==> src/rtl/apb_master_arbiter_if.sv <==
// Requester-side and APB-side signal bundle for the two-requester APB master.
// The master modport is the arbiter's view; the slave modport is the opposite side
// (requesters plus APB slaves), used by whatever surrounds the arbiter.
interface apb_master_arbiter_if #(
  parameter int NUM_SLV = 4
);
  logic                   m0_req;
  logic                   m0_write;
  logic [31:0]            m0_addr;
  logic [31:0]            m0_wdata;
  logic [31:0]            m0_rdata;
  logic                   m0_done;
  logic                   m0_err;

  logic                   m1_req;
  logic                   m1_write;
  logic [31:0]            m1_addr;
  logic [31:0]            m1_wdata;
  logic [31:0]            m1_rdata;
  logic                   m1_done;
  logic                   m1_err;

  logic [31:0]            PADDR;
  logic [31:0]            PWDATA;
  logic                   PWRITE;
  logic                   PENABLE;
  logic [NUM_SLV-1:0]     PSEL;
  logic [32*NUM_SLV-1:0]  PRDATA;
  logic [NUM_SLV-1:0]     PREADY;

  modport master (
    input  m0_req, m0_write, m0_addr, m0_wdata,
    output m0_rdata, m0_done, m0_err,
    input  m1_req, m1_write, m1_addr, m1_wdata,
    output m1_rdata, m1_done, m1_err,
    output PADDR, PWDATA, PWRITE, PENABLE, PSEL,
    input  PRDATA, PREADY
  );

  modport slave (
    output m0_req, m0_write, m0_addr, m0_wdata,
    input  m0_rdata, m0_done, m0_err,
    output m1_req, m1_write, m1_addr, m1_wdata,
    input  m1_rdata, m1_done, m1_err,
    input  PADDR, PWDATA, PWRITE, PENABLE, PSEL,
    output PRDATA, PREADY
  );
endinterface

==> src/rtl/apb_master_arbiter.sv <==
// Two-requester APB master: round-robin arbitration, address decode to one PSEL
// per slave, SETUP/ACCESS sequencing with a bounded wait on PREADY.
// Every output comes straight from a flop; the output process computes the
// value those flops take on the next edge from the next state.
module apb_master_arbiter #(
  parameter int NUM_SLV = 4,
  parameter int TIMEOUT = 16
) (
  input  logic PCLK,
  input  logic PRESET,
  apb_master_arbiter_if.master bus
);
  localparam int SW = (NUM_SLV > 1) ? $clog2(NUM_SLV) : 1;
  localparam int CW = $clog2(TIMEOUT + 1);
  localparam logic [4:0]    NSLV  = 5'(NUM_SLV);
  localparam logic [CW-1:0] WLAST = CW'(TIMEOUT - 1);

  typedef enum logic [1:0] {IDLE, SETUP, ACCESS, DONE} state_t;
  state_t state, nxt;

  logic [1:0]       req, wr;
  logic [1:0][31:0] addr, wdata;
  logic [31:0]      prd [NUM_SLV];

  assign req   = {bus.m1_req, bus.m0_req};
  assign wr    = {bus.m1_write, bus.m0_write};
  assign addr  = {bus.m1_addr, bus.m0_addr};
  assign wdata = {bus.m1_wdata, bus.m0_wdata};

  for (genvar k = 0; k < NUM_SLV; k++) begin : g_prd
    assign prd[k] = bus.PRDATA[32*k +: 32];
  end

  logic               last_grant, own_q, own_d, gnt, any_req, hit, rdy, fail;
  logic [SW-1:0]      sel_q, sel_d, dec_sel;
  logic [CW-1:0]      wcnt;
  logic [NUM_SLV-1:0] psel_q, psel_d;
  logic               pen_q, pen_d, pwrite_q;
  logic [31:0]        paddr_q, pwdata_q;
  logic [1:0]         done_q, done_d, err_q, err_d;
  logic [1:0][31:0]   rdata_q;

  // Arbitration (ties go to whoever was not granted last) and address decode
  always_comb begin
    any_req = |req;
    gnt     = (&req) ? ~last_grant : req[1];
    hit     = (addr[gnt][31:16] == 16'h1000) && ({1'b0, addr[gnt][15:12]} < NSLV);
    dec_sel = addr[gnt][12 +: SW];
    rdy     = bus.PREADY[sel_q];
  end

  // State register
  always_ff @(posedge PCLK) begin
    if (PRESET) state <= IDLE;
    else        state <= nxt;
  end

  // Next state: a decode miss skips the bus entirely; ACCESS ends on PREADY or timeout
  always_comb begin
    nxt = state;
    case (state)
      IDLE:    if (any_req) nxt = hit ? SETUP : DONE;
      SETUP:   nxt = ACCESS;
      ACCESS:  if (rdy || (wcnt == WLAST)) nxt = DONE;
      DONE:    nxt = IDLE;
      default: nxt = IDLE;
    endcase
  end

  // Output values for the next cycle, derived from the state being entered
  always_comb begin
    own_d  = (state == IDLE) ? gnt : own_q;
    sel_d  = (state == IDLE) ? dec_sel : sel_q;
    fail   = (state == IDLE) ? 1'b1 : ~rdy;
    psel_d = '0;
    pen_d  = 1'b0;
    done_d = '0;
    err_d  = '0;
    case (nxt)
      SETUP:   psel_d[sel_d] = 1'b1;
      ACCESS: begin
        psel_d[sel_d] = 1'b1;
        pen_d         = 1'b1;
      end
      DONE: begin
        done_d[own_d] = 1'b1;
        err_d[own_d]  = fail;
      end
      default: ;
    endcase
  end

  // Output flops, latched transfer attributes and the ACCESS wait counter
  always_ff @(posedge PCLK) begin
    if (PRESET) begin
      psel_q     <= '0;
      pen_q      <= 1'b0;
      done_q     <= '0;
      err_q      <= '0;
      rdata_q    <= '0;
      paddr_q    <= '0;
      pwdata_q   <= '0;
      pwrite_q   <= 1'b0;
      last_grant <= 1'b1;
      own_q      <= 1'b0;
      sel_q      <= '0;
      wcnt       <= '0;
    end else begin
      psel_q <= psel_d;
      pen_q  <= pen_d;
      done_q <= done_d;
      err_q  <= err_d;
      if (state == IDLE && any_req) begin
        last_grant <= gnt;
        own_q      <= gnt;
        sel_q      <= dec_sel;
        paddr_q    <= addr[gnt];
        pwdata_q   <= wdata[gnt];
        pwrite_q   <= wr[gnt];
      end
      wcnt <= (state == ACCESS) ? wcnt + 1'b1 : '0;
      // Errors clear the read data; successful writes leave it untouched
      if (nxt == DONE) begin
        if (fail)           rdata_q[own_d] <= '0;
        else if (!pwrite_q) rdata_q[own_d] <= prd[sel_q];
      end
    end
  end

  assign bus.PSEL     = psel_q;
  assign bus.PENABLE  = pen_q;
  assign bus.PADDR    = paddr_q;
  assign bus.PWDATA   = pwdata_q;
  assign bus.PWRITE   = pwrite_q;
  assign bus.m0_done  = done_q[0];
  assign bus.m1_done  = done_q[1];
  assign bus.m0_err   = err_q[0];
  assign bus.m1_err   = err_q[1];
  assign bus.m0_rdata = rdata_q[0];
  assign bus.m1_rdata = rdata_q[1];
endmodule

==> src/flat_wrapper.sv <==
// flat-port wrapper written by rule: the top's interface ports become plain ports
module apb_master_arbiter_flat 
#(
  parameter int NUM_SLV = 4,
  parameter int TIMEOUT = 16
)
  (PCLK, PRESET, bus_m0_req, bus_m0_write, bus_m0_addr, bus_m0_wdata, bus_m0_rdata, bus_m0_done, bus_m0_err, bus_m1_req, bus_m1_write, bus_m1_addr, bus_m1_wdata, bus_m1_rdata, bus_m1_done, bus_m1_err, bus_PADDR, bus_PWDATA, bus_PWRITE, bus_PENABLE, bus_PSEL, bus_PRDATA, bus_PREADY);
  apb_master_arbiter_if #(.NUM_SLV(NUM_SLV)) bus_i ();
  input  logic PCLK;
  input  logic PRESET;
  input wire logic [$bits(bus_i.m0_req)-1:0] bus_m0_req;
  input wire logic [$bits(bus_i.m0_write)-1:0] bus_m0_write;
  input wire logic [$bits(bus_i.m0_addr)-1:0] bus_m0_addr;
  input wire logic [$bits(bus_i.m0_wdata)-1:0] bus_m0_wdata;
  output wire logic [$bits(bus_i.m0_rdata)-1:0] bus_m0_rdata;
  output wire logic [$bits(bus_i.m0_done)-1:0] bus_m0_done;
  output wire logic [$bits(bus_i.m0_err)-1:0] bus_m0_err;
  input wire logic [$bits(bus_i.m1_req)-1:0] bus_m1_req;
  input wire logic [$bits(bus_i.m1_write)-1:0] bus_m1_write;
  input wire logic [$bits(bus_i.m1_addr)-1:0] bus_m1_addr;
  input wire logic [$bits(bus_i.m1_wdata)-1:0] bus_m1_wdata;
  output wire logic [$bits(bus_i.m1_rdata)-1:0] bus_m1_rdata;
  output wire logic [$bits(bus_i.m1_done)-1:0] bus_m1_done;
  output wire logic [$bits(bus_i.m1_err)-1:0] bus_m1_err;
  output wire logic [$bits(bus_i.PADDR)-1:0] bus_PADDR;
  output wire logic [$bits(bus_i.PWDATA)-1:0] bus_PWDATA;
  output wire logic [$bits(bus_i.PWRITE)-1:0] bus_PWRITE;
  output wire logic [$bits(bus_i.PENABLE)-1:0] bus_PENABLE;
  output wire logic [$bits(bus_i.PSEL)-1:0] bus_PSEL;
  input wire logic [$bits(bus_i.PRDATA)-1:0] bus_PRDATA;
  input wire logic [$bits(bus_i.PREADY)-1:0] bus_PREADY;
  assign bus_i.m0_req = bus_m0_req;
  assign bus_i.m0_write = bus_m0_write;
  assign bus_i.m0_addr = bus_m0_addr;
  assign bus_i.m0_wdata = bus_m0_wdata;
  assign bus_m0_rdata = bus_i.m0_rdata;
  assign bus_m0_done = bus_i.m0_done;
  assign bus_m0_err = bus_i.m0_err;
  assign bus_i.m1_req = bus_m1_req;
  assign bus_i.m1_write = bus_m1_write;
  assign bus_i.m1_addr = bus_m1_addr;
  assign bus_i.m1_wdata = bus_m1_wdata;
  assign bus_m1_rdata = bus_i.m1_rdata;
  assign bus_m1_done = bus_i.m1_done;
  assign bus_m1_err = bus_i.m1_err;
  assign bus_PADDR = bus_i.PADDR;
  assign bus_PWDATA = bus_i.PWDATA;
  assign bus_PWRITE = bus_i.PWRITE;
  assign bus_PENABLE = bus_i.PENABLE;
  assign bus_PSEL = bus_i.PSEL;
  assign bus_i.PRDATA = bus_PRDATA;
  assign bus_i.PREADY = bus_PREADY;
  apb_master_arbiter #(.NUM_SLV(NUM_SLV), .TIMEOUT(TIMEOUT)) u_core (.PCLK(PCLK), .PRESET(PRESET), .bus(bus_i));
endmodule
==> config.mk <==
export PLATFORM = sky130hd
export DESIGN_NAME = apb_master_arbiter_flat
export DESIGN_NICKNAME = d
export VERILOG_FILES = /design/src/rtl/apb_master_arbiter_if.sv /design/src/rtl/apb_master_arbiter.sv /design/src/flat_wrapper.sv
export SDC_FILE = /design/constraint.sdc
export NUM_CORES = 1
export LEC_CHECK = 0
export ABC_AREA = 1
export BUFFER_PORTS_ARGS = -buffer_cell sky130_fd_sc_hd__buf_2
export CORE_AREA = 2 2 159 161
export DETAILED_ROUTE_END_ITERATION = 10
export DIE_AREA = 0 0 161 163
export SYNTH_ARGS = -nofsm -noshare
export SYNTH_HDL_FRONTEND = slang
export SYNTH_SLANG_ARGS = --single-unit
==> constraint.sdc <==
create_clock -name PCLK -period 5.6 [get_ports PCLK]
set_input_delay 0.56 -clock PCLK [delete_from_list [all_inputs] [get_ports PCLK]]
set_output_delay 0.56 -clock PCLK [all_outputs]
set_load 0.02 [all_outputs]
==> run metrics <==
Final Non-Filler Cells 1664; Placer Congestion 0.862; RSZ-0062 raised after global routing no; DIE HEIGHT 163 um; Mapped Area 0.00674 sq mm; DR pass1 iterations 4; Tcrit/Tclk final 0.661; Worst Tran Pin Value 1.05 ns; clk_skew 0.0160 ns; Area contributors post-synth dfxtp_1 (44%), nand2_1 (16%), o21ai_0 (10%); num rows 58; Placement Cell Area 0.00888 sq mm; crit path max fanout 51; post-DR wirelength/cell 15.3 um; Area Overhead vs Synth 40.9%; Power Dens Cells 420 mW/mm^2; via count 7876; Die Area 0.0262 sq mm; CTS resizes 0; # Max-Cap Violations 0; top-area cell type share of the netlist area 0.437; CP endpoint kind flop; root buffer cell clkbuf_16; CTS Buf Count 17; CP Data Arrival Time 4.03 ns; CP Class flop to flop; outcome finished, final reports clean; initial antenna violation count 1; syn nets 1238; num ports 404; Routed WL 25400 um; core area 0.0247 sq mm; drc violations 0; Iteration-0 DRC Markers 340; fmax 270 MHz; VDD IR max 156 uV; commonest cells after routing, fill and taps aside buf_2 (403), nand2_1 (278), dfxtp_1 (146); fin nets 1592; YS warnings 0; largest net degree at the start of global routing 91; clk slew on worst S/H paths 0.07 ns; final-report setup violation count 0; Final Cell Area 0.00950 sq mm; Num Clock Sinks 147; Worst Hold Slack 0.402 ns; final hold violations 0; dpl cells 1631; initial core utilization 0.273; grt total ovfl 0; Seq cells post-synth 147; Synth Instances 966; # fillers 2677; area occupied by multi-input gates 0.00333 sq mm; Yosys cell types 27; Worst Hold Class input pin to flop; Slew Limit Fails 0; post-synthesis sequential area ratio 0.437; Setup Fix Bufs, Post-CTS 0; number of I/O port buffers 403; Via density 4.73; All-Layer GR Usage 0.185; H-tree depth 4; crit start category flop; DP HPWL 18900 um; clk_lat worst skew 0.42 ns; Fin Setup TNS 0 ns; Tmin final 3.70 ns; vias in the first global route 7195; global-route wire length before repair 38300 um; Slew HR 0.302; hold buffers post-CTS 0; CTS tree yes; layout cells sized above 1 0.347; commonest non-fill, non-tap cell in the layout buf_2; Worst EP required 5.93 ns; Die Wd 161 um; syn avg cell area 6.98 sq um; LEAKAGE 0.00451 uW; Clock Path Buffers 2; Worst R2R Setup Slack 1.90 ns; Synth area leader dfxtp_1; sequential cell area 0.00294 sq mm; antenna viol nets, final 0
layer usage:
metal,global-route usage,share of wire,vias up
met5,0,0,-
met2,0.341,0.50,323
met3,0.0507,0.070,27
met1,0.205,0.41,3566
li1,-,-,3960
met4,0.0593,0.019,0
metrics by stage:
stage	power [uW]	setup WS [ns]	util
floorplan	2320	3.22	-
global placement	2810	1.65	0.360
detailed placement	2810	1.57	0.360
CTS	4030	1.85	0.385
global route	4240	1.51	0.385
finish	3990	1.90	0.385
cell families after synthesis:
logic type	synth area share
mux	0.00148
flops	0.437
simple gates	0.233
buf+inv	0.0713
compound gates	0.247
fa+ha+maj	0.0111
where the power goes:
| group | leakage (uW) | switching [uW] | internal, uW |
|---|---|---|---|
| sequential | 0.00120 | 94.8 | 1240 |
| combinational | 0.00301 | 1010 | 440 |
| clock | 0.000295 | 483 | 722 |
| total | 0.00451 | 1590 | 2400 |
flip-flops by register name, indices dropped and copies added, names as in the netlist:
signal	flops
u_core.bus.PENABLE	1
u_core.bus.PADDR	32
u_core.bus.PWRITE	1
u_core.last_grant	1
u_core.done_q	2
u_core.own_q	1
u_core.bus.m0_rdata	32
u_core.bus.PSEL	4
u_core.state	2
u_core.bus.PWDATA	32
u_core.wcnt	5
u_core.bus.m1_rdata	32
u_core.err_q	2
worst max-delay path, stage by stage (launching register included):
cell and delay, ns:
dfxtp_1 0.36, nand2_1 0.30, nand2_2 0.37, buf_4 0.53, nand2_1 0.18, nand2_1 0.13, nor2_1 0.05, nand2_1 0.05
nor2_1 0.04, nand3_1 0.10, nand2_1 0.08, nand2_1 0.09, ha_1 0.24, nand2_2 0.12, nor2_4 0.61, nand2_1 0.13
a21oi_1 0.15
path summary, 6_finish.rpt:
kind / from / to / cells past startpoint
min: bus_m0_wdata[21] / u_core.bus.PWDATA[21] / 3
max: u_core.last_grant / u_core.bus.m1_rdata[4] / 16
max reg2reg: u_core.last_grant / u_core.bus.m1_rdata[4] / 16
min reg2reg: u_core.wcnt[0] / u_core.wcnt[0] / 1
final cells by class:
class / instances / area share
sequential: 147 / 0.310
tap: 330 / 0.0435
clock buffer: 19 / 0.0466
antenna: 1 / 0.000264
clock inverter: 13 / 0.0181
inverter: 29 / 0.0115
timing repair buffer: 412 / 0.220
multi-input combinational: 713 / 0.351
synth_stat cells:
library cell / instances
nand3_2: 2
o21bai_1: 1
nand3_1: 16
nand2_1: 279
nor3b_1: 1
o22ai_1: 32
nor2_1: 91
buf_4: 1
o211ai_1: 2
clkbuf_1: 37
nor3_1: 1
buf_1: 6
nor2_4: 2
a21oi_1: 76
buf_6: 6
o21ai_1: 1
inv_1: 24
inv_2: 5
buf_2: 27
nand2_2: 5
ha_1: 6
o21ai_0: 136
mux2i_1: 1
nand3b_1: 2
a31oi_1: 57
o21ai_2: 2
dfxtp_1: 147
Note: power is estimated with default switching activity, not from simulation.
